<file path="config.mk">
export PLATFORM = sky130hd
export DESIGN_NAME = imem_fetch_ctrl
export DESIGN_NICKNAME = d
export VERILOG_FILES = /design/src/rtl/imem_fetch_ctrl_pkg.sv /design/src/rtl/imem_fetch_ctrl_fetch_queue.sv /design/src/rtl/imem_fetch_ctrl.sv
export SDC_FILE = /design/constraint.sdc
export NUM_CORES = 1
export LEC_CHECK = 0
export CAP_MARGIN = 10
export CORE_MARGIN = 2
export CORE_UTILIZATION = 50
export CTS_CLUSTER_SIZE = 28
export DETAILED_ROUTE_END_ITERATION = 12
export PLACE_DENSITY = 0.82
export SYNTH_ARGS = -nofsm -noshare
export SYNTH_HDL_FRONTEND = slang
export SYNTH_SLANG_ARGS = --single-unit
export TNS_END_PERCENT = 100
</file>
<file path="constraint.sdc">
create_clock -name clk -period 3.73 [get_ports clk]
set_clock_uncertainty 0.05 [all_clocks]
set_input_delay 0.373 -clock clk [delete_from_list [all_inputs] [get_ports clk]]
set_output_delay 0.373 -clock clk [all_outputs]
set_load 0.01 [all_outputs]
</file>
<file path="src/rtl/imem_fetch_ctrl_pkg.sv">
// Shared constants, FSM state encoding and queue entry layout for the fetch sequencer.
package imem_fetch_ctrl_pkg;

  localparam int          XLEN       = 32;
  localparam int          ILEN_BYTES = 4;
  localparam logic [31:0] NOP_INSTR  = 32'h0000_0013;

  typedef enum logic [0:0] {
    ST_RUN  = 1'b0,
    ST_HALT = 1'b1
  } fetch_state_e;

  // 65-bit queue entry: {pc, instr, fault}
  typedef struct packed {
    logic [XLEN-1:0] pc;
    logic [XLEN-1:0] instr;
    logic            fault;
  } fetch_entry_t;

endpackage

</file>
<file path="src/rtl/imem_fetch_ctrl_fetch_queue.sv">
// Two-entry synchronous FIFO of fetch entries; head is registered, flush empties it in one edge.
// Caller only pushes when there is space (count<2 or popping) and only pops when count>0.
module fetch_queue
  import imem_fetch_ctrl_pkg::*;
(
  input  logic         clk,
  input  logic         rst,
  input  logic         flush_i,
  input  logic         push_i,
  input  logic         pop_i,
  input  fetch_entry_t push_dat_i,
  output fetch_entry_t head_dat_o,
  output logic         head_vld_o,
  output logic [1:0]   count_o
);

  fetch_entry_t entry0_q, entry0_d;
  fetch_entry_t entry1_q, entry1_d;
  logic [1:0]   count_q, count_d;

  always_comb begin
    entry0_d = entry0_q;
    entry1_d = entry1_q;
    count_d  = count_q;
    if (flush_i) begin
      count_d = 2'd0;
    end else begin
      case ({push_i, pop_i})
        2'b10: begin
          if (count_q == 2'd0) entry0_d = push_dat_i;
          else                 entry1_d = push_dat_i;
          count_d = 2'(count_q + 2'd1);
        end
        2'b01: begin
          entry0_d = entry1_q;
          count_d  = 2'(count_q - 2'd1);
        end
        2'b11: begin
          // Simultaneous pop and push: occupancy stays, the new entry lands behind the survivor.
          if (count_q == 2'd1) begin
            entry0_d = push_dat_i;
          end else begin
            entry0_d = entry1_q;
            entry1_d = push_dat_i;
          end
        end
        default: ;
      endcase
    end
  end

  always_ff @(posedge clk) begin
    if (rst) begin
      entry0_q <= '0;
      entry1_q <= '0;
      count_q  <= 2'd0;
    end else begin
      entry0_q <= entry0_d;
      entry1_q <= entry1_d;
      count_q  <= count_d;
    end
  end

  assign head_dat_o = entry0_q;
  assign head_vld_o = (count_q != 2'd0);
  assign count_o    = count_q;

endmodule

</file>
<file path="src/rtl/imem_fetch_ctrl.sv">
// Instruction fetch sequencer: owns the PC, fetches one word per cycle into a 2-entry queue toward decode.
// Illegal addresses produce a single fault entry and park the FSM in HALT until redirect or reset.
module imem_fetch_ctrl
  import imem_fetch_ctrl_pkg::*;
#(
  parameter logic [31:0] RESET_PC  = 32'h0000_0000,
  parameter int unsigned IMEM_SIZE = 1024
) (
  input  logic        clk,
  input  logic        rst,
  output logic [31:0] imem_addr,
  input  logic [31:0] imem_rdata,
  input  logic        redirect_valid,
  input  logic [31:0] redirect_pc,
  output logic        out_valid,
  input  logic        out_ready,
  output logic [31:0] out_pc,
  output logic [31:0] out_instr,
  output logic        out_fault
);

  localparam logic [31:0] LAST_WORD = 32'(IMEM_SIZE - ILEN_BYTES);

  logic [31:0]  pc_q, pc_d;
  fetch_state_e state_q, state_d;

  fetch_entry_t push_entry;
  fetch_entry_t head_entry;
  logic [1:0]   q_count;
  logic         head_vld;
  logic         fetch_legal;
  logic         pop;
  logic         space;
  logic         push;

  // Full 32-bit compare so addresses near 2^32 can never alias back into the memory.
  assign fetch_legal = (pc_q[1:0] == 2'b00) && (pc_q <= LAST_WORD);

  assign pop   = head_vld && out_ready;
  assign space = (q_count < 2'd2) || pop;
  assign push  = !redirect_valid && (state_q == ST_RUN) && space;

  assign push_entry.pc    = pc_q;
  assign push_entry.instr = fetch_legal ? imem_rdata : NOP_INSTR;
  assign push_entry.fault = !fetch_legal;

  always_comb begin
    pc_d    = pc_q;
    state_d = state_q;
    if (redirect_valid) begin
      pc_d    = redirect_pc;
      state_d = ST_RUN;
    end else if (push) begin
      if (fetch_legal) pc_d    = pc_q + 32'(ILEN_BYTES);
      else             state_d = ST_HALT;
    end
  end

  always_ff @(posedge clk) begin
    if (rst) begin
      pc_q    <= RESET_PC;
      state_q <= ST_RUN;
    end else begin
      pc_q    <= pc_d;
      state_q <= state_d;
    end
  end

  fetch_queue u_fetch_queue (
    .clk        (clk),
    .rst        (rst),
    .flush_i    (redirect_valid),
    .push_i     (push),
    .pop_i      (pop),
    .push_dat_i (push_entry),
    .head_dat_o (head_entry),
    .head_vld_o (head_vld),
    .count_o    (q_count)
  );

  assign imem_addr = pc_q;
  assign out_valid = head_vld;
  assign out_pc    = head_entry.pc;
  assign out_instr = head_entry.instr;
  assign out_fault = head_entry.fault;

endmodule

</file>
After elaboration in Yosys (flattened, before gate mapping)
Cells that the tools add are included.
- output and inout port bits: 98
- bits of input ports: 68
- word-level logic and storage cells: 55
- register bits after elaboration: 165
- magnitude comparators: 2
- bitwise operators: 3
- equality and inequality tests: 7
- mux-type cells: 11
- reduce and logical (&&, ||, !) cells: 20
- add/sub/neg operators: 3
- operators with widths (operator ; number):
    two-way mux 65 bit ; 4
    case mux 65 bit (3 select lines) ; 1
    case mux 65 bit (2 select lines) ; 1
    two-way mux 32 bit ; 4
    adder 32 x 3 -> 32 bit (second input constant) ; 1
    less-or-equal comparator 32 x 10 -> 1 bit (second input constant) ; 1
    nonzero test 2 bit ; 5
    == test 2 x 1 -> 1 bit (second input constant) ; 2
    == test 2 bit (second input constant) ; 2
    logical AND 1 bit ; 4
    zero test 2 bit ; 2
    != test 2 bit (second input constant) ; 2
    case mux 2 bit (2 select lines) ; 1
    AND reduction 2 bit ; 2
    AND reduction 4 bit ; 1
    inverter 1 bit ; 3
    AND reduction 3 bit ; 1
    nonzero test 3 bit ; 1
    adder 2 x 1 -> 2 bit (second input constant) ; 1
    zero test 1 bit ; 2
    < comparator 2 bit (second input constant) ; 1
    != test 2 x 1 -> 1 bit (second input constant) ; 1
    OR reduction 2 bit ; 1
    subtractor 2 x 1 -> 2 bit (second input constant) ; 1
    logical OR 1 bit ; 1

Logic depth before layout (Yosys ltp)
Gate-level depths: netlist (run 1).
- depth in word-level cells: 7
- gate-level depth with buffers: 13
- gate-level depth less buffers: 10

Hierarchy
Synthesis (run 1) repeated with hierarchy kept, for this count alone.
- cells, all modules: 968
- area total of the unflattened synthesis: 8250.4 um2
- modules (own cells, without submodules) (module ; seq. area each (um2) ; cells each ; area an instance (um2) ; times used):
    fetch_queue ; 2642.5 ; 723 ; 6219.7 ; 1
    imem_fetch_ctrl ; 660.6 ; 245 ; 2030.7 ; 1

Worst setup path before layout (run 1)
Ideal clock, no wire load.
- path kind: reg2reg
- start point: register u_fetch_queue.count_q[1] (netlist: u_fetch_queue.count_o[1])
- end point: register u_fetch_queue.entry1_q[42] in the netlist's numbering
- period minus slack after synthesis: 2.687 ns
- required time: 3.610 ns
- path slack: 1.043 ns
- library setup time: 0.070 ns
- data arrival time: 2.566 ns
- cell stages (with the launch flop): 14
- cells stage by stage: dfxtp_1 -> inv_1 -> ha_1 -> nand2b_1 -> buf_4 -> a21o_1 -> inv_1 -> ha_1 -> o21bai_1 -> a221oi_2 -> buf_2 -> buf_2 -> nand2_1 -> a21oi_1
- longest elaborated chain between the ends: 7
- ends and longest elaborated chain (element ; line ; text):
    from (decl) ; imem_fetch_ctrl_fetch_queue.sv:19 ; logic [1:0] count_q, count_d;
    from (signal assigned) ; imem_fetch_ctrl_fetch_queue.sv:60 ; count_q <= count_d;
    branches (longest 7 deep; another with < comparator 2 bit) ; -- ;
    to (signal assigned) ; imem_fetch_ctrl_fetch_queue.sv:59 ; entry1_q <= entry1_d;
    to (decl) ; imem_fetch_ctrl_fetch_queue.sv:18 ; fetch_entry_t entry1_q, entry1_d;
Several ways; the timed one is not identified.
A chain may end at the register's enable or synchronous reset.

Worst setup path after layout (run 1)
- start point: register u_fetch_queue.count_q[1] (netlist: u_fetch_queue.count_o[1])
- end point: register u_fetch_queue.entry0_q (netlist bit u_fetch_queue.head_dat_o[52])
- longest elaborated chain between the ends: 7
- ends and longest elaborated chain (element ; line ; text):
    branches (longest 7 deep; another with < comparator 2 bit) ; -- ;
    to (signal assigned) ; imem_fetch_ctrl_fetch_queue.sv:58 ; entry0_q <= entry0_d;
    to (decl) ; imem_fetch_ctrl_fetch_queue.sv:17 ; fetch_entry_t entry0_q, entry0_d;
Several ways; the timed one is not identified.

==> results of run 1 <==
report_power, final:
part	switching [mW]	internal, mW
Clock	0.699	1.22
Combinational	0.448	0.395
Sequential	0.0959	1.89
how the worst max path moves through the flow:
stage                                         from                      endpoint  slack, ns  depth (start not counted)
after floorplan           u_fetch_queue.count_o[1]    u_fetch_queue.entry1_q[42]       1.04                         13
after global placement    u_fetch_queue.count_o[1]  u_fetch_queue.head_dat_o[53]       0.71                         11
after detailed placement  u_fetch_queue.count_o[1]  u_fetch_queue.head_dat_o[52]       0.52                         11
after CTS                 u_fetch_queue.count_o[1]  u_fetch_queue.head_dat_o[52]       0.49                         11
after global routing      u_fetch_queue.count_o[1]  u_fetch_queue.head_dat_o[52]       0.21                         11
final                     u_fetch_queue.count_o[1]  u_fetch_queue.head_dat_o[52]       0.48                         11
stage by stage:
stage | setup slack [ns] | instances | instance area [µm²] | hold WS (ns)
2_1_floorplan | 1.04 | 855 | 7240 | 0.382
3_3_place_gp | 0.706 | 1100 | 8640 | 0.389
3_5_place_dp | 0.522 | 1100 | 8640 | 0.394
4_1_cts | 0.491 | 1132 | 9300 | 0.402
5_1_grt | 0.207 | 1132 | 9300 | 0.414
6_report | 0.478 | 1132 | 9300 | 0.400
flip-flops by register name (all words and copies together), names as in the netlist:
register	flops
state_q	1
u_fetch_queue.head_dat_o	65
u_fetch_queue.entry1_q	65
u_fetch_queue.count_o	2
imem_addr	32
cell type report:
class,count,area share
clock inverters,13,0.0219
clock buffers,19,0.0487
well taps,180,0.0242
flip-flops and latches,165,0.355
repair buffers,182,0.192
multi-input cells,562,0.353
inverters,11,0.00444
Yosys cell counts (7+ instances only):
| library cell | number | area, µm² |
|---|---|---|
| nand2_1 | 130 | 488 |
| a211oi_1 | 40 | 300 |
| nand4_1 | 66 | 413 |
| clkbuf_1 | 34 | 128 |
| dfxtp_1 | 165 | 3300 |
| mux2i_1 | 23 | 230 |
| a21oi_1 | 64 | 320 |
| buf_4 | 36 | 270 |
| buf_2 | 46 | 230 |
| nor2_1 | 94 | 353 |
| a22oi_1 | 33 | 248 |
| nor2b_1 | 7 | 43.8 |
| inv_1 | 10 | 37.5 |
| a311oi_1 | 33 | 289 |
critical path, stage by stage, from the launching register on:
cell	delay, ns
dfxtp_1	0.47
inv_1	0.13
ha_1	0.29
nand2b_1	0.36
a21o_1	0.29
inv_1	0.14
ha_1	0.31
nor2b_1	0.17
o21a_2	0.14
buf_4	0.37
a22oi_1	0.16
a211oi_1	0.26
per-layer routing:
| metal | GRT usage | share of wire |
|---|---|---|
| met5 | 0 | 0 |
| met4 | 0.105 | 0.028 |
| met3 | 0.0558 | 0.064 |
| met2 | 0.373 | 0.48 |
| met1 | 0.315 | 0.43 |
kinds of logic after synthesis:
| family | after synthesis | share of synthesized area |
|---|---|---|
| adders and majority gates | 6 | 0.0104 |
| muxes | 23 | 0.0318 |
| AOI/OAI and AO/OA | 199 | 0.196 |
| and+or+nand+nor | 332 | 0.210 |
| buffers and inverters | 128 | 0.0930 |
| xor gates and xnor gates | 2 | 0.00242 |
| DFF | 165 | 0.457 |
==> results_dict.tcl, run 1 <==
set metrics [dict create \
    reg2reg_from "u_fetch_queue.count_o[1]" \
    netlist_instances 855 \
    cts_buffers 17 \
    seqCellArea_um2 3300 \
    mostFrequentLayoutCell "dfxtp_1" \
    syn-num-nets 929 \
    wl_per_cell_um 16.8 \
    post-route-drc-count 0 \
    critPathMaxFanout 36 \
    setup_tns_ns 0 \
    maxCapViolations 0 \
    row_count 43 \
    postCtsSetupBuffers 0 \
    required_ns 4.01 \
    finalCritPeriodShare 0.872 \
    dpl.hpwl_um 11600 \
    hold_buffers 0 \
    fp.dieW_um 124 \
    antenna_cells 0 \
    cts_tree "yes" \
    io_pins 166 \
    portBuffers 165 \
    status "finished, final reports clean" \
    layout-area-overhead-vs-synth_pct 28.5 \
    synth_edf_count 0 \
    multiInputGateArea_um2 3290 \
    vias 6562 \
    most-common-layout-cells "165 x dfxtp_1, 163 x clkdlybuf4s50_1, 129 x nand2_1" \
    cts.sinks 165 \
    grt_pass1_wl_um 30500 \
    core_area_um2 14000 \
    initialDrtViolationCount 647 \
    slew_violations 0 \
    ir_drop_mv 0.327 \
    insertion_delay_ns 0.42 \
    grt_pass1_vias 5862 \
    nets 1013 \
    r2r_setup_slack_ns 0.48 \
    rr_worst_depth 11 \
    rsz0062_at_grt "false" \
    avgViaCountPerCell 5.80 \
    ys_async_sr_fraction 0 \
    cts-resized-gates 0 \
    hold_start "u_fetch_queue.entry1_q[8]" \
    max-slew-margin-rel 0.331 \
    cts-htree-levels 4 \
    power_density_nw_per_um2 510 \
    worstHoldEndpoint "u_fetch_queue.entry1_q[8]" \
    hold_violations 0 \
    synth_area_um2 7240 \
    finalWirelength_um 19000 \
    startpoint_type "register" \
    synth-seq-cells 165 \
    hp-class "reg -> reg" \
    cts_root_buffer "clkbuf_16" \
    power_mw 4.75 \
    avgSynthCellArea_um2 8.46 \
    grt.overflow.total 0 \
    drtAntennaViolNets 0 \
    setup_viol 0 \
    synthFlopType "dfxtp_1" \
    start_util 0.517 \
    seq_area_frac_synth 0.457 \
    routabilityCongestion 0.845 \
    r2r_end "u_fetch_queue.head_dat_o[52]" \
    critical_path_arrival_ns 3.54 \
    drt_pass1_iterations 5 \
    critPathKind "reg -> reg" \
    drive_above_1_share 0.0662 \
    clockBufferDepth 2 \
    die_h_um 124 \
    grt_start_max_net_pins 99 \
    grt_usage 0.238 \
    tightestPinTransition_ns 1.00 \
    fillers 1156 \
    cp-end-kind "register" \
    ys_types 48 \
    yosys_warnings 0 \
    leakage_nw 3.18 \
    fin_util 0.665 \
    antenna_found_initial 0 \
    hold-path-cell-count 2 \
    die_area_um2 15400 \
    min_period_ns 3.25 \
    clkTransAtPathRegs_ns 0.06 \
    fmax_mhz 308 \
]
Note: power is estimated with default switching activity, not from simulation.
==> inputs of run 2 (changes only) <==
--- a/config.mk
+++ b/config.mk
@@ -5,12 +5,13 @@
 export SDC_FILE = /design/constraint.sdc
 export NUM_CORES = 1
 export LEC_CHECK = 0
-export CAP_MARGIN = 10
+export CAP_MARGIN = 20
 export CORE_MARGIN = 2
 export CORE_UTILIZATION = 50
 export CTS_CLUSTER_SIZE = 28
 export DETAILED_ROUTE_END_ITERATION = 12
 export PLACE_DENSITY = 0.82
+export SLEW_MARGIN = 40
 export SYNTH_ARGS = -nofsm -noshare
 export SYNTH_HDL_FRONTEND = slang
 export SYNTH_SLANG_ARGS = --single-unit
==> results_dict.tcl, run 2 (synthesis gave the netlist of run 1 again) <==
set metrics [dict create \
    rr_worst_depth 11 \
    cts-htree-levels 4 \
    cts.sinks 165 \
    status "finished, final reports clean" \
    insertion_delay_ns 0.42 \
    fp.dieW_um 124 \
    path_buf_inv 3 \
    cts_root_buffer "clkbuf_16" \
    die_h_um 124 \
    ir_drop_mv 0.267 \
    mostFrequentLayoutCell "dfxtp_1" \
    slew_violations 0 \
    max-slew-margin-rel 0.480 \
    dp_slack_ns 0.537 \
    avgViaCountPerCell 5.81 \
    clockBufferDepth 2 \
    reg2reg_from "u_fetch_queue.count_o[1]" \
    drive_above_1_share 0.0662 \
    clkTransAtPathRegs_ns 0.06 \
    initialDrtViolationCount 647 \
    die_area_um2 15400 \
    layout-area-overhead-vs-synth_pct 27.9 \
    antenna_cells 0 \
    power_density_nw_per_um2 498 \
    critical_path_arrival_ns 3.53 \
    critPathMaxFanout 36 \
    r2r_setup_slack_ns 0.48 \
    critPathTopFamily "compound AO/OA/AOI/OAI gates" \
    cts-resized-gates 0 \
    crit_cells 11 \
    row_count 43 \
    portBuffers 165 \
    start_util 0.517 \
    r2r_end "u_fetch_queue.head_dat_o[52]" \
    required_ns 4.01 \
    grt_pass1_wl_um 30000 \
    grt_pass1_vias 5766 \
    hp-class "reg -> reg" \
    core_area_um2 14000 \
    routabilityCongestion 0.845 \
    drtAntennaViolNets 0 \
    grt_start_max_net_pins 99 \
    tightestPinTransition_ns 0.780 \
    finalCritPeriodShare 0.871 \
    max_stage_delay_ns 0.47 \
    nets 1013 \
    vias 6576 \
    rsz0062_at_grt "false" \
    setup_slack_ns 0.480 \
    critPathKind "reg -> reg" \
    grt.overflow.total 0 \
    cp_cell_sequence "inv_1 -> ha_1 -> nand2b_1 -> a21o_1 -> inv_1 -> ha_1 -> nor2b_1 -> o21a_2 -> buf_4 -> a22oi_1 -> a211oi_1" \
    fmax_mhz 308 \
    setup_tns_ns 0 \
    hold-path-cell-count 2 \
    hold_violations 0 \
    cp-end-kind "register" \
    cts_tree "yes" \
    maxCapViolations 0 \
    antenna_found_initial 0 \
    drt_pass1_iterations 6 \
    setup_viol 0 \
    wl_per_cell_um 16.5 \
    startpoint_type "register" \
    cts_buffers 17 \
    hold_start "u_fetch_queue.entry1_q[8]" \
    crit_path_top_delay_cell "dfxtp_1" \
    most-common-layout-cells "165 x dfxtp_1, 163 x clkdlybuf4s50_1, 129 x nand2_1" \
    min_period_ns 3.25 \
    grt_usage 0.235 \
    postCtsSetupBuffers 0 \
    io_pins 166 \
    post-route-drc-count 0 \
    worstHoldEndpoint "u_fetch_queue.entry1_q[8]" \
    leakage_nw 3.16 \
    finalWirelength_um 18700 \
    hold_buffers 0 \
    dpl.hpwl_um 11600 \
]
run 2: area by class of cell:
cell class / count / area, µm²
inverters: 11 / 41.3
well taps: 180 / 225
flip-flops and latches: 165 / 3300
clock inverters: 13 / 155
fillers: 1152 / 4740
multi-input cells: 562 / 3290
repair buffers: 182 / 1790
clock buffers: 19 / 453
run 2: worst register-to-register path: cells and delay by family (launching register included):
family,cells,cell delay [ns]
simple gates,2,0.53
buf+inv,3,0.65
fa+ha+maj,2,0.59
compound gates,4,0.88
flops,1,0.47
run 2: stage by stage:
step	hold slack [ns]	cells	util	area, µm²	total power [mW]
CTS	0.401	1132	0.661	9250	4.63
finish	0.400	1132	0.661	9250	4.61
global route	0.414	1132	0.661	9250	4.79
floorplan	0.382	855	-	7240	2.49
detailed placement	0.394	1100	0.618	8640	2.86
global placement	0.389	1100	0.618	8640	2.84
run 2: worst max-delay path by stage:
stage                             startpoint                      endpoint  slack [ns]
floorplan           u_fetch_queue.count_o[1]    u_fetch_queue.entry1_q[42]        1.04
global placement    u_fetch_queue.count_o[1]  u_fetch_queue.head_dat_o[53]        0.71
detailed placement  u_fetch_queue.count_o[1]  u_fetch_queue.head_dat_o[52]        0.54
CTS                 u_fetch_queue.count_o[1]  u_fetch_queue.head_dat_o[52]        0.52
global route        u_fetch_queue.count_o[1]  u_fetch_queue.head_dat_o[52]        0.20
finish              u_fetch_queue.count_o[1]  u_fetch_queue.head_dat_o[52]        0.48
run 2: power breakdown:
part	internal, mW	switching [mW]	leakage [nW]	total [mW]
registers	1.89	0.0959	1.35	1.98
clock network	1.08	0.699	0.295	1.78
logic	0.395	0.445	1.52	0.839
total	3.37	1.24	3.16	4.61
run 2: routing by layer:
layer,vias to the layer above,GRT usage,wire (µm),part of all wire
met5,-,0,0,0
met4,0,0.105,560,0.030
met3,46,0.0455,1230,0.066
met2,261,0.357,8690,0.46
met1,3051,0.325,8230,0.44
li1,3218,-,-,-
==> inputs of run 3 (changes only) <==
--- a/config.mk
+++ b/config.mk
@@ -7,10 +7,10 @@
 export LEC_CHECK = 0
 export CAP_MARGIN = 20
 export CORE_MARGIN = 2
-export CORE_UTILIZATION = 50
+export CORE_UTILIZATION = 54
 export CTS_CLUSTER_SIZE = 28
 export DETAILED_ROUTE_END_ITERATION = 12
-export PLACE_DENSITY = 0.82
+export PLACE_DENSITY = 0.87
 export SLEW_MARGIN = 40
 export SYNTH_ARGS = -nofsm -noshare
 export SYNTH_HDL_FRONTEND = slang
==> constraint.sdc (replaced) <==
create_clock -name clk -period 3.8 [get_ports clk]
set_clock_uncertainty 0.05 [all_clocks]
set_input_delay 0.38 -clock clk [delete_from_list [all_inputs] [get_ports clk]]
set_output_delay 0.38 -clock clk [all_outputs]
set_load 0.01 [all_outputs]
==> results_dict.tcl, run 3 (synthesis gave the netlist of run 1 again) <==
set metrics [dict create \
    status "finished, final reports clean" \
    reg2reg_from "u_fetch_queue.count_o[1]" \
    row_count 42 \
    maxCapViolations 0 \
    critical_path_arrival_ns 3.54 \
    ir_drop_mv 0.301 \
    critPathKind "reg -> reg" \
    required_ns 4.07 \
    setup_viol 0 \
    hp-class "in -> reg" \
    r2r_end "u_fetch_queue.head_dat_o[27]" \
    fillers 989 \
    power_density_nw_per_um2 500 \
    cts_root_buffer "clkbuf_16" \
    routabilityCongestion 0.879 \
    layout-area-overhead-vs-synth_pct 29.4 \
    hold_violations 0 \
    cts-htree-levels 4 \
    cts.sinks 165 \
    hold_buffers 0 \
    finalWirelength_um 19100 \
    most-common-layout-cells "165 x dfxtp_1, 163 x clkdlybuf4s50_1, 129 x nand2_1" \
    die_h_um 120 \
    worstHoldEndpoint "u_fetch_queue.entry1_q[41]" \
    cp-end-kind "register" \
    mostFrequentLayoutCell "dfxtp_1" \
    slew_violations 0 \
    postCtsSetupBuffers 0 \
    drtAntennaViolNets 0 \
    grt_pass1_wl_um 30600 \
    io_pins 166 \
    clkTransAtPathRegs_ns 0.06 \
    clockBufferDepth 2 \
    portBuffers 165 \
    core_area_um2 13100 \
    leakage_nw 3.21 \
    antenna_cells 0 \
    dpl.hpwl_um 11700 \
    max-slew-margin-rel 0.517 \
    nets 1018 \
    r2r_setup_slack_ns 0.53 \
    vias 6701 \
    fmax_mhz 306 \
    grt_pass1_vias 5977 \
    avgViaCountPerCell 5.91 \
    fp.dieW_um 120 \
    min_period_ns 3.27 \
    seqCellArea_um2 3300 \
    antenna_found_initial 0 \
    final_area_um2 9360 \
    grt_usage 0.264 \
    cts_buffers 17 \
    critPathMaxFanout 14 \
    initialDrtViolationCount 813 \
    drive_above_1_share 0.0711 \
    rsz0062_at_grt "false" \
    place_area_um2 8690 \
    insertion_delay_ns 0.42 \
    start_util 0.551 \
    setup_tns_ns 0 \
    hold-path-cell-count 2 \
    multiInputGateArea_um2 3290 \
    startpoint_type "register" \
    post-route-drc-count 0 \
    rr_worst_depth 11 \
    cts-resized-gates 0 \
    finalCritPeriodShare 0.860 \
    hold_start "rst" \
    tightestPinTransition_ns 0.725 \
    grt_start_max_net_pins 70 \
    die_area_um2 14300 \
    drt_pass1_iterations 5 \
    cts_tree "yes" \
    grt.overflow.total 0 \
    wl_per_cell_um 16.9 \
]
## run 3: critical path: stages (launching register included)
cell      delay, ns
dfxtp_1        0.48
inv_1          0.12
ha_1           0.28
nand2b_1       0.36
a21o_1         0.29
inv_1          0.15
ha_1           0.31
nand2_1        0.10
nand2_2        0.28
buf_4          0.27
nand4_1        0.16
a311oi_1       0.33
## run 3: where the power goes
part	internal [mW]	switching [mW]
clock network	1.20	0.694
registers	1.85	0.0951
logic	0.402	0.442
total	3.45	1.23
## run 3: layer usage
layer | track usage | wire length (µm) | up-vias
met5 | 0 | 0 | -
met2 | 0.421 | 9350 | 288
met4 | 0.100 | 412 | 0
met1 | 0.359 | 8180 | 3142
met3 | 0.0466 | 1160 | 40
li1 | - | - | 3231
## run 3: worst max-delay path by stage
stage / from / endpoint / slack, ns / cells past startpoint
floorplan: u_fetch_queue.count_o[1] / u_fetch_queue.entry1_q[42] / 1.11 / 13
global placement: u_fetch_queue.count_o[1] / u_fetch_queue.head_dat_o[50] / 0.82 / 11
detailed placement: u_fetch_queue.count_o[1] / u_fetch_queue.entry1_q[19] / 0.67 / 11
CTS: u_fetch_queue.count_o[1] / u_fetch_queue.head_dat_o[27] / 0.58 / 11
global route: u_fetch_queue.count_o[1] / u_fetch_queue.head_dat_o[27] / 0.29 / 11
finish: u_fetch_queue.count_o[1] / u_fetch_queue.head_dat_o[27] / 0.53 / 11
## run 3: final cells by class
type	instances	area share
well taps	176	0.0235
inverters	11	0.00441
clock buffers	19	0.0484
repair buffers	187	0.198
multi-input cells	562	0.351
flip-flops and latches	165	0.353
clock inverters	13	0.0218
## run 3: per-stage QoR
| step | util | total power, mW | hold WS, ns | std cells | setup slack, ns |
|---|---|---|---|---|---|
| 6_report | 0.713 | 4.68 | 0.398 | 1133 | 0.533 |
| 5_1_grt | 0.713 | 4.86 | 0.412 | 1133 | 0.286 |
| 4_1_cts | 0.711 | 4.69 | 0.391 | 1132 | 0.584 |
| 3_5_place_dp | 0.661 | 2.81 | 0.393 | 1100 | 0.668 |
| 3_3_place_gp | 0.661 | 2.80 | 0.388 | 1100 | 0.815 |
| 2_1_floorplan | - | 2.44 | 0.382 | 855 | 1.11 |
